File: src/rtl/traffic_lane_engine.sv
// Obstacle engine for the frogger playfield. It moves every lane's cars once per level-dependent
// frame period, checks for frog/car collisions once per frame, and answers raster tile queries.
module traffic_lane_engine #(
    parameter int GRID_W        = 20,
    parameter int COORD_W       = 5,
    parameter int NUM_LANES     = 5,
    parameter int CARS_PER_LANE = 2,
    parameter int FIRST_ROW     = 8,
    parameter logic [NUM_LANES-1:0] LANE_DIR_MASK = 5'b10101,
    parameter int LANE_OFFSET   = 3,
    parameter int BASE_PERIOD   = 30,
    parameter int LANE_SKEW     = 3,
    parameter int SPEED_STEP    = 2,
    parameter int MIN_PERIOD    = 4
) (
    input  logic                                      i_Clk,
    input  logic                                      i_Reset,
    input  logic                                      i_Frame_Tick,
    input  logic                                      i_Enable,
    input  logic [6:0]                                i_Level,
    input  logic [COORD_W-1:0]                        i_Frog_X,
    input  logic [COORD_W-1:0]                        i_Frog_Y,
    input  logic                                      i_Clear_Hit,
    input  logic [COORD_W-1:0]                        i_Query_X,
    input  logic [COORD_W-1:0]                        i_Query_Y,
    output logic [NUM_LANES*CARS_PER_LANE*COORD_W-1:0] o_Car_X,
    output logic                                      o_Busy,
    output logic                                      o_Hit_Pulse,
    output logic                                      o_Collided,
    output logic                                      o_Query_Car
);

    localparam int LANE_W = (NUM_LANES > 1) ? $clog2(NUM_LANES) : 1;
    localparam int CNT_W  = 16;

    typedef enum logic [1:0] {IDLE, MOVE, CHECK} state_t;

    state_t               state, state_next;
    logic [LANE_W-1:0]    lane_idx;
    logic [6:0]           level_q;
    logic                 pending;
    logic                 start_sweep, busy, hit_now, query_hit;
    logic [COORD_W-1:0]   car_x    [NUM_LANES][CARS_PER_LANE];
    logic [CNT_W-1:0]     lane_cnt [NUM_LANES];

    function automatic logic [COORD_W-1:0] init_x(input int l, input int k);
        return COORD_W'((k * GRID_W / CARS_PER_LANE + l * LANE_OFFSET) % GRID_W);
    endfunction

    // Clamp is tested before subtracting so the unsigned difference can never wrap.
    function automatic logic [CNT_W-1:0] lane_period(input int l, input logic [6:0] lvl);
        logic [CNT_W-1:0] up;
        logic [CNT_W-1:0] down;
        up   = CNT_W'(BASE_PERIOD + l * LANE_SKEW);
        down = CNT_W'(lvl) * CNT_W'(SPEED_STEP);
        if (up < down + CNT_W'(MIN_PERIOD))
            return CNT_W'(MIN_PERIOD);
        return up - down;
    endfunction

    function automatic logic [COORD_W-1:0] step_x(input logic [COORD_W-1:0] x, input logic right);
        if (right)
            return (x == COORD_W'(GRID_W - 1)) ? '0 : x + 1'b1;
        return (x == '0) ? COORD_W'(GRID_W - 1) : x - 1'b1;
    endfunction

    always_ff @(posedge i_Clk or posedge i_Reset) begin
        if (i_Reset)
            state <= IDLE;
        else
            state <= state_next;
    end

    always_comb begin
        state_next  = state;
        busy        = 1'b0;
        start_sweep = 1'b0;
        case (state)
            IDLE: begin
                if ((i_Frame_Tick || pending) && i_Enable) begin
                    start_sweep = 1'b1;
                    state_next  = MOVE;
                end
            end
            MOVE: begin
                busy = 1'b1;
                if (lane_idx == LANE_W'(NUM_LANES - 1))
                    state_next = CHECK;
            end
            CHECK: begin
                busy       = 1'b1;
                state_next = IDLE;
            end
            default: state_next = IDLE;
        endcase
    end

    always_comb begin
        hit_now   = 1'b0;
        query_hit = 1'b0;
        for (int l = 0; l < NUM_LANES; l++) begin
            for (int k = 0; k < CARS_PER_LANE; k++) begin
                if (i_Frog_Y == COORD_W'(FIRST_ROW + l) && i_Frog_X == car_x[l][k])
                    hit_now = 1'b1;
                if (i_Query_Y == COORD_W'(FIRST_ROW + l) && i_Query_X == car_x[l][k])
                    query_hit = 1'b1;
            end
        end
    end

    // A counter at or beyond period-1 (possible after a level increase) counts as expiry.
    always_ff @(posedge i_Clk or posedge i_Reset) begin
        if (i_Reset) begin
            lane_idx    <= '0;
            level_q     <= '0;
            pending     <= 1'b0;
            o_Hit_Pulse <= 1'b0;
            o_Collided  <= 1'b0;
            for (int l = 0; l < NUM_LANES; l++) begin
                lane_cnt[l] <= '0;
                for (int k = 0; k < CARS_PER_LANE; k++)
                    car_x[l][k] <= init_x(l, k);
            end
        end else begin
            o_Hit_Pulse <= (state == CHECK) && hit_now;
            if ((state == CHECK) && hit_now)
                o_Collided <= 1'b1;
            else if (i_Clear_Hit)
                o_Collided <= 1'b0;

            if (start_sweep) begin
                level_q  <= i_Level;
                pending  <= 1'b0;
                lane_idx <= '0;
            end else if (busy && i_Frame_Tick && i_Enable) begin
                pending <= 1'b1;
            end

            if (state == MOVE) begin
                lane_idx <= lane_idx + 1'b1;
                for (int l = 0; l < NUM_LANES; l++) begin
                    if (lane_idx == LANE_W'(l)) begin
                        if (lane_cnt[l] >= lane_period(l, level_q) - 1'b1) begin
                            lane_cnt[l] <= '0;
                            for (int k = 0; k < CARS_PER_LANE; k++)
                                car_x[l][k] <= step_x(car_x[l][k], LANE_DIR_MASK[l]);
                        end else begin
                            lane_cnt[l] <= lane_cnt[l] + 1'b1;
                        end
                    end
                end
            end
        end
    end

    always_ff @(posedge i_Clk or posedge i_Reset) begin
        if (i_Reset)
            o_Query_Car <= 1'b0;
        else
            o_Query_Car <= query_hit;
    end

    always_comb begin
        o_Car_X = '0;
        for (int l = 0; l < NUM_LANES; l++)
            for (int k = 0; k < CARS_PER_LANE; k++)
                o_Car_X[(l * CARS_PER_LANE + k) * COORD_W +: COORD_W] = car_x[l][k];
    end

    assign o_Busy = busy;

endmodule

File: config.mk
export PLATFORM = sky130hd
export DESIGN_NAME = traffic_lane_engine
export DESIGN_NICKNAME = d
export VERILOG_FILES = /design/src/rtl/traffic_lane_engine.sv
export SDC_FILE = /design/constraint.sdc
export NUM_CORES = 1
export LEC_CHECK = 0
export ABC_AREA = 1
export CORE_UTILIZATION = 25
export CTS_CLUSTER_DIAMETER = 150
export DETAILED_ROUTE_END_ITERATION = 8
export DONT_BUFFER_PORTS = 1
export PLACE_DENSITY = 0.42
export SYNTH_ARGS = -nofsm -noshare
export SYNTH_HDL_FRONTEND = slang
export SYNTH_SLANG_ARGS = --single-unit
File: constraint.sdc
create_clock -name i_Clk -period 10.3 [get_ports i_Clk]
set_clock_uncertainty 0.1 [all_clocks]
set_input_delay 0 -clock i_Clk [delete_from_list [all_inputs] [get_ports i_Clk]]
set_output_delay 0 -clock i_Clk [all_outputs]
set_load 0.02 [all_outputs]
==> impl_metrics.json <==
{
  "synth_warnings": 0,
  "cts_hold_buffers": 19,
  "syn_nets": 1859,
  "period_needed_ns": 4.97,
  "core_area_mm2": 0.0478,
  "crit_top_cell": "nand2_1",
  "clkPwrFrac_pct": 20.7,
  "first_global_vias": 10500,
  "async_flop_share_pct": 100,
  "fin_nets": 1857,
  "drv_slew": 0,
  "synth.area.top_cells": "dfrtp_1 26%, nand2_1 14%, ha_1 12%, xor2_1 6.6%, nor2_1 6.0%",
  "synth_common_cells": "455 x nand2_1, 195 x nor2_1, 175 x inv_1",
  "synth_edf_count": 0,
  "clockBufferDepth": 2,
  "drtIter0Drc": 568,
  "cts-root-buf": "clkbuf_16",
  "grt_max_degree": 82,
  "drive_gt1_share_pct": 6.09,
  "clock-sinks": 146,
  "max_stage_delay_ns": 0.86,
  "hold_path_class": "in -> async",
  "cp.arrival_ns": 5.20,
  "cts_resized": 0,
  "fmax_mhz": 201,
  "yosysTopAreaCellShare_pct": 26.4,
  "die_y_um": 223,
  "synth_most_common_cell": "nand2_1",
  "tightest_slew_ns": 0.914,
  "p_sw_mw": 1.39,
  "synth_area_leader_cell": "dfrtp_1",
  "status": "complete, no violations",
  "setup_violations": 0,
  "avgSynthCellArea_um2": 7.10,
  "num_vias": 10700,
  "required_ns": 10.53,
  "grt_overflow": 0,
  "fin_crit_sh_pct": 48.3,
  "antenna_found_initial": 0,
  "syn_area_mm2": 0.0122,
  "ff2ff_path_depth": 24,
  "p_per_area_mw_per_mm2": 213,
  "syn_inst": 1712,
  "fin_tns_setup_ns": 0,
  "fp.dieW_um": 223,
  "drc": 0,
  "ys_seq_elements": 146,
  "hold_viol_final": 0,
  "dp_hpwl_mm": 26.5,
  "start_kind": "flop",
  "gr-usage-all-layers_pct": 14.6,
  "drt_pass1_iterations": 5,
  "h-tree-depth": 4,
  "vias_per_cell": 4.56,
  "pin_count": 86,
  "drt_wl_total_mm": 35.1,
  "intPower_mw": 1.47,
  "num_rows": 80,
  "maxCapViolations": 0,
  "dieArea_mm2": 0.0495,
  "ys_seq_area_share_pct": 30.2,
  "start_util_pct": 25.4,
  "r2r_start": "level_q[6]",
  "cp_cell_sequence": "inv_2 > nor3_2 > nor2_1 > nand2_4 > nand2_4 > inv_1 > nor2_1 > inv_1 > ha_1 > a21boi_1 > nand3_1 > nand2_1 > inv_1 > ha_1 > nand2_1 > nor2_1 > a211oi_1 > nand2_1 > nand2_1 > nand2_1 > nand2_1 > inv_1 > nand2_1 > nand2_1",
  "swShare_pct": 48.7,
  "drt.antenna.violating_nets": 0,
  "port_buffers": 0,
  "worst_skew_pair.late_latency_ns": 0.44,
  "grt_first_pass_wirelength_mm": 57.3,
  "worstSetupPathType": "reg -> reg",
  "rsz0062_at_grt": "no",
  "path_max_fanout": 22,
  "post_cts_buffers": 0,
  "worstReg2RegEnd": "o_Car_X[26]",
  "postLayoutCoreUtil_pct": 28.2,
  "rrSetupSlack_ns": 5.33,
  "leakage_nw": 6.45,
  "slew_headroom_pct": 39.1,
  "cts_tree": "yes",
  "area_delta_synth_final_pct": 10.8,
  "end_kind": "flop",
  "cpMaxStageDelayCell": "dfrtp_1",
  "clk_pin_slew_ns": 0.07,
  "dominantRegCellSynth": "dfrtp_1",
  "antenna_cells": 0,
  "wire_per_inst_um": 15.0,
  "place_congestion": 0.819,
  "p_comb_share_pct": 48.1,
  "pwr-share-seq_pct": 31.2,
  "ir_drop_v": 0.0000946,
  "yosys.cell_types.count": 45,
  "cts_buffers": 17
}
==> kinds of logic after synthesis <==
family | Yosys count | synth area share (%)
and+or+nand+nor | 896 | 31.9
buffers and inverters | 227 | 7.34
xor gates and xnor gates | 144 | 10.4
DFF | 146 | 30.2
adders and majority gates | 115 | 11.8
AOI/OAI and AO/OA | 184 | 8.29
==> layout make-up <==
cell class              count  area (µm²)
multi-input cells        1339        7590
flip-flops and latches    146        3680
clock buffers              21         450
clock inverters            11        81.3
fillers                  5243       34400
well taps                 615         769
inverters                 185         699
repair buffers             21         205
==> sequential cells by signal, summed over array words and instances, names as in the netlist <==
register,count
state,2
lane_idx,3
pending,1
lane_cnt,80
o_Query_Car,1
o_Collided,1
level_q,7
o_Car_X,50
o_Hit_Pulse,1
==> routing by layer <==
metal	share of wire [%]	up-vias	track usage, %
met4	1.1	0	3.14
met1	49	4952	19.3
met2	46	160	24.2
li1	-	5537	-
met5	0	-	0
met3	3.4	20	2.99
==> per-stage QoR <==
| step | std cells | hold slack (ns) | area (µm²) | power, mW | setup slack, ns |
|---|---|---|---|---|---|
| floorplan | 1712 | 0.0442 | 12200 | 1.93 | 6.31 |
| global placement | 2287 | -0.00250 | 12700 | 2.26 | 5.40 |
| detailed placement | 2287 | -0.0000903 | 12700 | 2.28 | 5.25 |
| CTS | 2338 | 0.157 | 13500 | 2.90 | 5.22 |
| global route | 2338 | 0.181 | 13500 | 3.14 | 4.83 |
| finish | 2338 | 0.104 | 13500 | 2.86 | 5.33 |
==> power groups by stage <==
stage / sequential, mW / combinational, mW / clock, mW
after floorplan: 0.812 / 1.12 / 0
after global placement: 0.901 / 1.36 / 0
after detailed placement: 0.902 / 1.38 / 0
after CTS: 0.893 / 1.39 / 0.616
after global routing: 0.911 / 1.59 / 0.639
final: 0.892 / 1.38 / 0.592
==> worst max path at each step <==
stage,depth (start not counted),endpoint,start
floorplan,1,lane_cnt[0],i_Reset
global placement,22,o_Car_X[27],level_q[6]
detailed placement,24,o_Car_X[26],level_q[6]
CTS,24,o_Car_X[28],level_q[6]
global route,25,o_Car_X[28],level_q[5]
finish,24,o_Car_X[26],level_q[6]
==> cells in the final DEF (no fill, tap or decap), types with 4 or more instances in the layout <==
cell type,instances
clkbuf_16,17
inv_2,10
ha_1,115
o31ai_1,10
a21oi_1,72
nand4_1,43
nor3_1,50
dfstp_2,18
nand3_1,101
a31oi_1,6
o22ai_1,8
a21o_1,4
inv_6,4
o21ai_0,70
or2_2,20
nor2_1,195
inv_1,174
dlygate4sd3_1,19
xor2_1,92
nand2_1,455
dfrtp_1,128
nand3_2,6
xnor2_1,51
==> worst max-delay path: cells and delay by family, from the launching register on <==
family	cells	cell delay [ns]
compound gates	2	0.58
buf+inv	5	0.89
fa+ha+maj	2	0.47
flops	1	0.86
simple gates	15	1.95
Note: power is estimated with default switching activity, not from simulation.
